<file path="src/rtl/onehot_pkg.sv">
// Shared constants for the one-hot to binary encoder.
//   ONEHOT_N     default one-hot input width
//   ONEHOT_W     default index width, log2 of ONEHOT_N
//   ONEHOT_CNT_W default width of the malformed-word counter
//   clog2()      ceiling log2, for tools that cannot fold $clog2 in parameters
package onehot_pkg;

  // Ceiling log2. A value of 0 or 1 returns 0.
  function automatic int clog2(input int value);
    int v;
    int r;
    v = value - 1;
    r = 0;
    while (v > 0) begin
      r = r + 1;
      v = v >> 1;
    end
    return r;
  endfunction

  localparam int ONEHOT_N     = 8;
  localparam int ONEHOT_W     = clog2(ONEHOT_N);
  localparam int ONEHOT_CNT_W = 8;

endpackage : onehot_pkg

</file>
<file path="src/rtl/onehot_enc_core.sv">
// Combinational core of the one-hot encoder.
// It returns the index of the lowest set bit, flags whether any bit is set,
// and flags whether more than one bit is set.
//   word_i   N-bit input word
//   code_o   index of the lowest set bit (0 when no bit is set)
//   any_o    at least one bit is set
//   multi_o  two or more bits are set
module onehot_enc_core
  import onehot_pkg::*;
#(
  parameter int N = ONEHOT_N,
  parameter int W = clog2(ONEHOT_N)
) (
  input  logic [N-1:0] word_i,
  output logic [W-1:0] code_o,
  output logic         any_o,
  output logic         multi_o
);

  // The popcount needs to hold values up to N.
  localparam int PW = clog2(N + 1);

  logic          found;
  logic [PW-1:0] pop;

  // Lowest-set-bit priority search. After the first hit, higher bits are
  // ignored. This makes a multi-bit word report its lowest index.
  always_comb begin
    code_o = '0;
    found  = 1'b0;
    for (int i = 0; i < N; i++) begin
      if (word_i[i] && !found) begin
        code_o = W'(i);
        found  = 1'b1;
      end
    end
  end

  always_comb begin
    pop = '0;
    for (int i = 0; i < N; i++) begin
      pop = pop + PW'(word_i[i]);
    end
  end

  assign any_o   = found;
  assign multi_o = (pop > PW'(1));

endmodule : onehot_enc_core

</file>
<file path="src/rtl/onehot_encoder.sv">
// Registered one-hot to binary encoder with a valid/ready handshake on both
// sides. It has a single-entry output stage and a saturating counter of
// malformed words.
//   clk        rising-edge clock
//   rst        synchronous, active-high reset
//   in_valid   in_onehot is valid this cycle
//   in_ready   block accepts a word this cycle
//   in_onehot  one-hot word; bit i set means index i
//   out_valid  out_code/out_err hold a result
//   out_ready  consumer takes the result this cycle
//   out_code   binary index of the (lowest) set bit
//   out_err    word was all-zero or had more than one bit set
//   err_cnt    count of accepted malformed words; saturates at all-ones
//   err_clr    clears err_cnt; wins over a same-cycle increment
module onehot_encoder
  import onehot_pkg::*;
#(
  parameter int N     = ONEHOT_N,
  parameter int W     = clog2(N),
  parameter int CNT_W = ONEHOT_CNT_W
) (
  input  logic             clk,
  input  logic             rst,
  input  logic             in_valid,
  output logic             in_ready,
  input  logic [N-1:0]     in_onehot,
  output logic             out_valid,
  input  logic             out_ready,
  output logic [W-1:0]     out_code,
  output logic             out_err,
  output logic [CNT_W-1:0] err_cnt,
  input  logic             err_clr
);

  logic             out_valid_q, out_valid_d;
  logic [W-1:0]     out_code_q,  out_code_d;
  logic             out_err_q,   out_err_d;
  logic [CNT_W-1:0] err_cnt_q,   err_cnt_d;

  logic [N-1:0] word_gated;
  logic [W-1:0] core_code;
  logic         core_any;
  logic         core_multi;
  logic         core_err;
  logic         accept;
  logic         drain;

  // Gate the word with in_valid. An idle or undriven bus then cannot push
  // X values into the encoder.
  assign word_gated = in_valid ? in_onehot : '0;

  onehot_enc_core #(
    .N (N),
    .W (W)
  ) u_core (
    .word_i  (word_gated),
    .code_o  (core_code),
    .any_o   (core_any),
    .multi_o (core_multi)
  );

  assign core_err = !core_any || core_multi;

  // in_ready does not depend on in_valid. A result that drains this cycle
  // frees the slot, so one word per cycle gets through.
  assign in_ready = !out_valid_q || out_ready;
  assign accept   = in_valid && in_ready;
  assign drain    = out_valid_q && out_ready;

  always_comb begin
    out_valid_d = out_valid_q;
    out_code_d  = out_code_q;
    out_err_d   = out_err_q;
    if (accept) begin
      out_valid_d = 1'b1;
      out_code_d  = core_code;
      out_err_d   = core_err;
    end else if (drain) begin
      out_valid_d = 1'b0;
    end
  end

  // Clear has priority. A malformed word in the same cycle is dropped.
  always_comb begin
    err_cnt_d = err_cnt_q;
    if (err_clr) begin
      err_cnt_d = '0;
    end else if (accept && core_err && (err_cnt_q != {CNT_W{1'b1}})) begin
      err_cnt_d = err_cnt_q + CNT_W'(1);
    end
  end

  always_ff @(posedge clk) begin
    if (rst) begin
      out_valid_q <= 1'b0;
      out_code_q  <= '0;
      out_err_q   <= 1'b0;
      err_cnt_q   <= '0;
    end else begin
      out_valid_q <= out_valid_d;
      out_code_q  <= out_code_d;
      out_err_q   <= out_err_d;
      err_cnt_q   <= err_cnt_d;
    end
  end

  assign out_valid = out_valid_q;
  assign out_code  = out_code_q;
  assign out_err   = out_err_q;
  assign err_cnt   = err_cnt_q;

endmodule : onehot_encoder

</file>
<file path="config.mk">
export PLATFORM = sky130hd
export DESIGN_NAME = onehot_encoder
export DESIGN_NICKNAME = d
export VERILOG_FILES = /design/src/rtl/onehot_pkg.sv /design/src/rtl/onehot_enc_core.sv /design/src/rtl/onehot_encoder.sv
export SDC_FILE = /design/constraint.sdc
export NUM_CORES = 1
export LEC_CHECK = 0
export CORE_ASPECT_RATIO = 1.1
export CORE_MARGIN = 4
export CORE_UTILIZATION = 50
export CTS_CLUSTER_DIAMETER = 100
export DETAILED_ROUTE_END_ITERATION = 12
export GPL_ROUTABILITY_DRIVEN = 0
export GPL_TIMING_DRIVEN = 0
export PLACE_DENSITY = 0.83
export SLEW_MARGIN = 20
export SYNTH_ARGS = -nofsm -noshare
export SYNTH_HDL_FRONTEND = slang
export SYNTH_SLANG_ARGS = --single-unit
export TNS_END_PERCENT = 10
</file>
<file path="constraint.sdc">
create_clock -name clk -period 10.15 [get_ports clk]
set_input_delay 2.03 -clock clk [delete_from_list [all_inputs] [get_ports clk]]
set_output_delay 2.03 -clock clk [all_outputs]
set_load 0.1 [all_outputs]
</file>
==> results of run 1 <==
-- report_power, final --
group | switching [µW] | internal (µW)
sequential | 1.27 | 53.1
combinational | 37.3 | 19.0
clock | 17.4 | 15.3
-- flip-flops by register name (all words and copies together), names as in the netlist --
name       count
out_valid      1
err_cnt        8
out_err        1
out_code       3
-- worst paths after layout --
kind                                                from                  endpoint  cells after the start
worst max-delay path                            in_valid   err_cnt[5]$_SDFFE_PP0P_                     17
worst min-delay path            out_code[0]$_SDFFE_PP0P_  out_code[0]$_SDFFE_PP0P_                      2
worst max register to register   err_cnt[0]$_SDFFE_PP0P_   err_cnt[7]$_SDFFE_PP0P_                      6
worst min register to register  out_code[0]$_SDFFE_PP0P_  out_code[0]$_SDFFE_PP0P_                      2
-- per-stage QoR --
| step | setup slack, ns | power, µW |
|---|---|---|
| after floorplan | 4.38 | 94.6 |
| after global placement | 3.49 | 109 |
| after detailed placement | 3.34 | 112 |
| after CTS | 3.64 | 145 |
| after global routing | 3.39 | 151 |
| final | 3.63 | 143 |
-- cells by family after synthesis --
group | after synthesis
flops | 13
compound gates | 27
simple gates | 48
mux | 1
fa+ha+maj | 10
buf+inv | 12
xor+xnor | 1
-- cells in the mapped netlist (all sizes together) --
cell / n
nand2b: 3
nor3: 2
nor4bb: 1
o311ai: 1
o31ai: 2
a211oi: 2
o211ai: 1
a41oi: 1
dfxtp: 13
clkbuf: 2
fa: 4
and3: 3
a31o: 1
nand2: 15
mux2i: 1
o41ai: 1
or3: 2
inv: 10
xnor2: 1
a221o: 1
nor2: 5
nor4b: 1
ha: 6
a21boi: 3
or4b: 1
and2: 5
or4: 1
nand4b: 2
a2111oi: 1
a21oi: 5
a32o: 1
o21ai: 5
o2111ai: 1
a21o: 1
nand3: 6
nand4: 1
-- routing by layer --
metal | global-route usage | share of wire | vias to the layer above
met5 | 0 | 0 | -
met4 | 0.104 | 0.023 | 0
met3 | 0.0563 | 0.078 | 6
met2 | 0.384 | 0.51 | 45
met1 | 0.210 | 0.39 | 454
li1 | - | - | 463
-- tightest hold or removal path, stage by stage (launching register included) --
cell and delay, ns:
dfxtp_1 0.31, nand2_1 0.05, a21oi_1 0.05
-- cells in the final DEF (no fill, tap or decap), types with 2 or more instances in the layout --
cell type / count
a211oi_1: 2
a21boi_0: 2
a21oi_1: 5
and2_1: 4
and3_1: 3
clkbuf_1: 3
clkbuf_4: 3
clkdlybuf4s50_1: 25
dfxtp_1: 13
fa_1: 4
ha_1: 6
inv_1: 10
nand2_1: 15
nand2b_1: 3
nand3_1: 6
nand4b_1: 2
nor2_1: 5
o21ai_0: 5
o31ai_1: 2
or3_1: 2
-- layout make-up --
class | count | area, µm²
sequential | 13 | 260
clock buffer | 4 | 26.3
buffer | 2 | 7.51
timing repair buffer | 25 | 250
tap | 18 | 22.5
inverter | 10 | 37.5
fill | 155 | 543
multi-input combinational | 87 | 634
==> metrics.txt, run 1 <==
core area 1780 µm²; Total Routing Usage GR 0.205; Buf/Inv on CP 6; share of cells above drive strength 1 0.0567; Die Y 53.5 µm; CTS sink cnt 13; Yosys warning total 0; post-route cell area 1240 µm²; CTS tree done; Initial DRC Count 17; cts bufs inserted 3; Final TNS setup 0 ns; Slowest-stage cell, CP clkdlybuf4s50_1; Synth Area in Compound Gates 0.210; largest family of logic cells by synthesized area simple AND/OR/NAND/NOR gates; die width 49.3 µm; Critical Path Fanout Max 10; die area 2640 µm²; Largest delay share family, worst path adder cells; r2r setup slk 8.20 ns; PostCTS Resize Cnt 0; first-pass GRT wire length 4130 µm; Critical Path RT 10.37 ns; status finished clean; Initial Utilization 0.527; Synth area leaders dfxtp_1 28%, fa_1 8.5%, ha_1 8.0%, nand2_1 6.0%, inv_1 4.0%; clock root buffer clkbuf_4; unrepaired setup endpoints after global routing false; multiplexer share of the synthesized area 0.0107; largest net degree at the start of global routing 11; Via density 6.09; max-slew violations 0; DR DRC count 0; Hold Buf Count CTS 0; Synth Area in XOR/XNOR 0.00932; vias in the first global route 958; adder-cell share of the synthesized area 0.165; critical path type in -> reg; latest clock arrival within the worst-skew pair 0.28 ns; slowest stage delay, CP 0.57 ns; final core occ 0.695; Hold Slack 0.453 ns; Power Density 116 nW/µm²; Antenna diodes 0; Layout Skew 0.00190 ns; worst-margin pin slew 0.972 ns; maximum clock frequency 153 MHz; Synth Register Bits 13; Max IR drop VDD 0.0913 mV; CTS clk-pin slew, worst paths 0.08 ns; CTS max path bufs 2; Cell variety after synth 39; Gate Count Post-Synth 112; GRT Residual Overflow 0; Leak 0.000486 µW; routed length per instance 15.0 µm; drt pass-1 iters 4; sequential share of the synthesized area 0.277; initial antenna violation count 0; Syn Std Cell Area 940 µm²; Ports 27; FP Rows 16; Final Hold Vio Count 0; DRT Wirelength 2380 µm; Syn Nets 135; Post-CTS Setup Bufs 0; Simple-Gate Fraction of Synth Area 0.280; arrival time worst endpoint 6.74 ns; Post-DP HPWL 1870 µm; startpoint type of the worst setup path primary input; crit path time final 6.52 ns; worst min-delay path class reg -> reg; CP Capture Type flip-flop; endpoints failing setup 0; Cell Chain, Critical Path clkdlybuf4s50_1 -> clkbuf_1 -> nand2_1 -> inv_1 -> ha_1 -> inv_1 -> fa_1 -> fa_1 -> inv_1 -> fa_1 -> inv_1 -> fa_1 -> nor4bb_1 -> a32o_1 -> a21o_1 -> or4_1 -> a21boi_1; CTS H-tree lvls 1; area leader, netlist dfxtp_1; fin cells 159; Max-cap violations 0; ANT nets after route 0; count of nets after finishing 165; via count 968; P&R area growth vs syn 31.8%; share of the synthesized area in the top cell type 0.277; Worst slew margin 0.350; port bufs 25; Final period util 0.642; Cell Area, Placed 1210 µm²; dpl cells 155; synthesized area per cell 8.39 µm²
Note: power is estimated with default switching activity, not from simulation.
==> run 2, diff against run 1 <==
--- a/config.mk
+++ b/config.mk
@@ -7,12 +7,12 @@
 export LEC_CHECK = 0
 export CORE_ASPECT_RATIO = 1.1
 export CORE_MARGIN = 4
-export CORE_UTILIZATION = 50
+export CORE_UTILIZATION = 46
 export CTS_CLUSTER_DIAMETER = 100
 export DETAILED_ROUTE_END_ITERATION = 12
 export GPL_ROUTABILITY_DRIVEN = 0
 export GPL_TIMING_DRIVEN = 0
-export PLACE_DENSITY = 0.83
+export PLACE_DENSITY = 0.78
 export SLEW_MARGIN = 20
 export SYNTH_ARGS = -nofsm -noshare
 export SYNTH_HDL_FRONTEND = slang
==> constraint.sdc (replaced) <==
create_clock -name clk -period 6.05 [get_ports clk]
set_input_delay 1.21 -clock clk [delete_from_list [all_inputs] [get_ports clk]]
set_output_delay 1.21 -clock clk [all_outputs]
set_load 0.1 [all_outputs]
==> run 2 against run 1 <==
Clock power rose by 63%. Critical path type unchanged. Clock-buffer cell count did not move. Largest cell class unchanged. Highest routed layer unchanged. Power rose by 66%. Die area grew 7.3%.
==> metrics.txt, run 2 (same netlist as run 1, synthesis figures left out) <==
clock root buffer clkbuf_4 (unchanged); maximum clock frequency 179 MHz; Worst slew margin 0.349 (was 0.350); Antenna diodes 0 (unchanged); first-pass GRT wire length 3750 µm (was 4130 µm); Critical Path RT 6.26 ns (was 10.37 ns); P&R area growth vs syn 33.0% (was 31.8%); worst-margin pin slew 0.974 ns (was 0.972 ns); routed length per instance 12.9 µm (was 15.0 µm); CTS max path bufs 2 (unchanged); port bufs 25 (unchanged); Final Hold Vio Count 0 (unchanged); die width 51.1 µm (was 49.3 µm); drt pass-1 iters 4 (unchanged); Max-cap violations 0 (unchanged); largest net degree at the start of global routing 11 (unchanged); FP Rows 16 (unchanged); unrepaired setup endpoints after global routing false (unchanged); Critical Path Fanout Max 10 (unchanged); startpoint type of the worst setup path primary input (unchanged); CTS sink cnt 13 (unchanged); count of nets after finishing 165 (unchanged); PostCTS Resize Cnt 0 (unchanged); Post-CTS Setup Bufs 0 (unchanged); die area 2830 µm² (was 2640 µm²); Hold Buf Count CTS 0 (unchanged); via count 957 (was 968); Critical Path Start in_valid (unchanged); Initial DRC Count 31 (was 17); number of flip-flops in the largest register 8 (unchanged); vias in the first global route 877 (was 958); Layout Skew 0.00552 ns (was 0.00190 ns); final core occ 0.671 (was 0.695); CTS clk-pin slew, worst paths 0.08 ns (about the same); reg-to-reg startpoint err_cnt[0]$_SDFFE_PP0P_ (unchanged); commonest non-fill, non-tap cells in the layout 25 x clkdlybuf4s50_1, 15 x nand2_1, 13 x dfxtp_1 (unchanged); hold_sp out_code[0]$_SDFFE_PP0P_ (unchanged); Fillers 157 (was 155); Via density 5.70 (was 6.09); status finished clean (unchanged); arrival time worst endpoint 5.79 ns (was 6.74 ns); GRT Residual Overflow 0 (unchanged); initial antenna violation count 0 (unchanged); fin cells 168 (was 159); Max IR drop VDD 0.121 mV (was 0.0913 mV); dpl cells 164 (was 155); Total Routing Usage GR 0.165 (was 0.205); ANT nets after route 0 (unchanged); post-route cell area 1250 µm² (was 1240 µm²); commonest non-fill, non-tap cell in the layout clkdlybuf4s50_1 (unchanged); Post-DP HPWL 1710 µm (was 1870 µm); endpoints failing setup 0 (unchanged); CP Capture Type flip-flop (unchanged); Cell Area, Placed 1220 µm² (was 1210 µm²); Final TNS setup 0 ns (unchanged); critical path type in -> reg (unchanged); CTS H-tree lvls 1 (unchanged); Ports 27 (unchanged); latest clock arrival within the worst-skew pair 0.27 ns (was 0.28 ns); core area 1860 µm² (was 1780 µm²); Hold Slack 0.454 ns (was 0.453 ns); max-slew violations 0 (unchanged); DRT Wirelength 2170 µm (was 2380 µm); Final period util 0.923; Power Density 190 nW/µm² (was 116 nW/µm²); DR DRC count 0 (unchanged); worst min-delay path class reg -> reg (unchanged); cts bufs inserted 3 (unchanged); Leak 0.000486 µW (unchanged); crit path time final 5.58 ns; Initial Utilization 0.505 (was 0.527); share of cells above drive strength 1 0.0567 (unchanged); Die Y 55.4 µm (was 53.5 µm); CTS tree done (unchanged)
==> run 2: cell counts in the layout (fill, tap and decap cells not counted) <==
Identical to the previous run, type by type.
==> run 2: final timing paths <==
kind              cells past startpoint                        to  slack, ns
hold / removal                        2  out_code[0]$_SDFFE_PP0P_       0.45
setup / recovery                     17   err_cnt[5]$_SDFFE_PP0P_       0.47
setup reg to reg                      6   err_cnt[7]$_SDFFE_PP0P_       4.09
hold reg to reg                       2  out_code[0]$_SDFFE_PP0P_       0.45
==> run 2: layout make-up <==
type / count / area (µm²) / area share
Buffer: 2 / 7.51 / 0.00601
Clock buffer: 4 / 26.3 / 0.0210
Inverter: 10 / 37.5 / 0.0300
Multi-Input combinational cell: 87 / 634 / 0.508
Sequential cell: 13 / 260 / 0.208
Tap cell: 27 / 33.8 / 0.0270
Timing Repair Buffer: 25 / 250 / 0.200
==> run 2: critical path: stages <==
cell and delay, ns:
clkdlybuf4s50_1 0.56, clkbuf_1 0.32, nand2_1 0.12, inv_1 0.10, ha_1 0.22, inv_1 0.07
fa_1 0.42, fa_1 0.50, inv_1 0.05, fa_1 0.38, inv_1 0.08, fa_1 0.42
nor4bb_1 0.15, a32o_1 0.26, a21o_1 0.26, or4_1 0.52, a21boi_1 0.15
==> run 2: layer usage <==
metal  up-vias  global-route usage  wire length, µm
li1        470                   -                -
met1       446               0.225              989
met2        37               0.249             1020
met3         4              0.0430              140
met4         0              0.0577               15
met5         -                   0                0
==> run 2: report_power, final <==
group	switching, µW	internal [µW]	leakage, µW	total [µW]
logic	61.4	31.5	0.000366	92.9
registers	2.08	89.1	0.000106	91.2
clock network	27.9	25.5	0.0000150	53.4
total	91.4	146	0.000486	238
==> run 2: metrics by stage <==
stage	setup slack [ns]	total power (µW)
after floorplan	1.10	159
after global placement	0.271	183
after CTS	0.470	241
after global routing	0.229	251
after detailed placement	0.183	186
final	0.468	238
==> run 3, diff against run 2 <==
--- a/config.mk
+++ b/config.mk
@@ -5,7 +5,8 @@
 export SDC_FILE = /design/constraint.sdc
 export NUM_CORES = 1
 export LEC_CHECK = 0
-export CORE_ASPECT_RATIO = 1.1
+export ABC_CLOCK_PERIOD_IN_PS = 6050
+export CORE_ASPECT_RATIO = 1.2
 export CORE_MARGIN = 4
 export CORE_UTILIZATION = 46
 export CTS_CLUSTER_DIAMETER = 100
==> run 3 against run 2 <==
Register-to-register slack is essentially flat. Sequential power is essentially flat. Worst setup slack lost 0.053 ns. Final area shrank 0.80%. Cell count shrank 4.8%. Largest cell class unchanged. Highest routed layer unchanged. Die area is essentially flat. Wire length grew 0.51%. Clock power grew 2%.
==> metrics.txt, run 3 (same netlist as run 1, synthesis figures left out) <==
r2r worst-path depth 6 (unchanged); DRT Wirelength 2180 µm (was 2170 µm); commonest non-fill, non-tap cells in the layout 25 x clkdlybuf4s50_1, 15 x nand2_1, 13 x dfxtp_1 (unchanged); worst hold stages 2 (unchanged); Power Density 191 nW/µm² (was 190 nW/µm²); port bufs 25 (unchanged); Via density 5.83 (was 5.70); routed length per instance 13.6 µm (was 12.9 µm); Die Y 57.5 µm (was 55.4 µm); die width 49.3 µm (was 51.1 µm); cts bufs inserted 3 (unchanged); CTS tree done (unchanged); clock root buffer clkbuf_4 (unchanged); Final period util 0.931 (was 0.923); maximum clock frequency 177 MHz (was 179 MHz); latest clock arrival within the worst-skew pair 0.28 ns (was 0.27 ns); CTS sink cnt 13 (unchanged); die area 2830 µm² (about the same); FP Rows 17 (was 16); drt pass-1 iters 4 (unchanged); Total Routing Usage GR 0.177 (was 0.165); Max IR drop VDD 0.121 mV (unchanged); hold_sp out_code[0]$_SDFFE_PP0P_ (unchanged); Ports 27 (unchanged); max-slew violations 0 (unchanged); P&R area growth vs syn 32.0% (was 33.0%); Hold EP out_code[0]$_SDFFE_PP0P_ (unchanged); ANT nets after route 0 (unchanged); share of cells above drive strength 1 0.0567 (unchanged); Worst slew margin 0.351 (was 0.349); CTS max path bufs 2 (unchanged); Initial DRC Count 26 (was 31); CTS H-tree lvls 1 (unchanged); Initial Utilization 0.496 (was 0.505); Critical Path Fanout Max 10 (unchanged); status finished clean (unchanged); CTS clk-pin slew, worst paths 0.07 ns (was 0.08 ns); dpl cells 156 (was 164); via count 932 (was 957); commonest non-fill, non-tap cell in the layout clkdlybuf4s50_1 (unchanged); core area 1890 µm² (was 1860 µm²); crit path time final 5.63 ns (was 5.58 ns); Worst R2R End err_cnt[7]$_SDFFE_PP0P_ (unchanged); Post-DP HPWL 1700 µm (was 1710 µm); number of flip-flops in the largest register 8 (unchanged); Tot Pwr 237 µW (was 238 µW); Max-cap violations 0 (unchanged); DR DRC count 0 (unchanged); GRT Residual Overflow 0 (unchanged); first-pass GRT wire length 3990 µm (was 3750 µm); initial antenna violation count 0 (unchanged); Hold Buf Count CTS 0 (unchanged); Antenna diodes 0 (unchanged); worst min-delay path class reg -> reg (unchanged); Leak 0.000486 µW (unchanged); Final TNS setup 0 ns (unchanged); Final Hold Vio Count 0 (unchanged); worst-margin pin slew 0.970 ns (was 0.974 ns); r2r setup slk 4.08 ns (was 4.09 ns); endpoints failing setup 0 (unchanged); startpoint type of the worst setup path primary input (unchanged); fin cells 160 (was 168); largest net degree at the start of global routing 11 (unchanged); CP Capture Type flip-flop (unchanged); Critical Path RT 6.26 ns (about the same); count of nets after finishing 165 (unchanged); critical path type in -> reg (unchanged); PostCTS Resize Cnt 0 (unchanged); unrepaired setup endpoints after global routing false (unchanged); Hold Slack 0.458 ns (was 0.454 ns); vias in the first global route 938 (was 877); Post-CTS Setup Bufs 0 (unchanged); arrival time worst endpoint 5.84 ns (was 5.79 ns); reg-to-reg startpoint err_cnt[0]$_SDFFE_PP0P_ (unchanged); Layout Skew 0.00763 ns (was 0.00552 ns)
==> run 3: cell counts in the layout (fill, tap and decap cells not counted) <==
No cell type changed its count.
==> run 3: final cells by class <==
class                   count  area (µm²)
multi-input cells          87         634
plain buffers               2        7.51
well taps                  19        23.8
inverters                  10        37.5
repair buffers             25         250
flip-flops and latches     13         260
fillers                   166         653
clock buffers               4        26.3
==> run 3: per-stage QoR <==
step                 util  area [µm²]  setup WS [ns]
finish              0.655        1240          0.415
global route        0.655        1240          0.120
CTS                 0.655        1240          0.414
global placement    0.641        1210          0.225
detailed placement  0.641        1210          0.134
floorplan               -         940           1.10
==> run 3: worst max path at each step <==
stage	from	endpoint	slack, ns	depth (start not counted)
floorplan	in_valid	err_cnt[5]$_SDFFE_PP0P_	1.10	15
global placement	in_valid	err_cnt[5]$_SDFFE_PP0P_	0.22	17
detailed placement	in_valid	err_cnt[5]$_SDFFE_PP0P_	0.13	17
CTS	in_valid	err_cnt[5]$_SDFFE_PP0P_	0.41	17
global route	in_valid	err_cnt[5]$_SDFFE_PP0P_	0.12	17
finish	in_valid	err_cnt[5]$_SDFFE_PP0P_	0.42	17
==> run 3: metal layers <==
metal,wire length (µm),vias up,share of wire,GRT usage
li1,-,466,-,-
met1,989,430,0.45,0.213
met2,1050,31,0.48,0.297
met3,107,5,0.049,0.0418
met4,27,0,0.012,0.0772
met5,0,-,0,0
==> run 3: report_power, final <==
group          leakage (µW)  total (µW)  internal, µW  switching, µW
Clock             0.0000150        54.7          25.6           29.1
Combinational      0.000366        91.3          31.2           60.1
Sequential         0.000106        91.2          89.1           2.09
==> run 3: critical path, stage by stage <==
cell	delay, ns
clkdlybuf4s50_1	0.59
clkbuf_1	0.32
nand2_1	0.13
inv_1	0.10
ha_1	0.22
inv_1	0.08
fa_1	0.42
fa_1	0.48
inv_1	0.05
fa_1	0.38
inv_1	0.08
fa_1	0.42
nor4bb_1	0.16
a32o_1	0.25
a21o_1	0.26
or4_1	0.53
a21boi_1	0.15
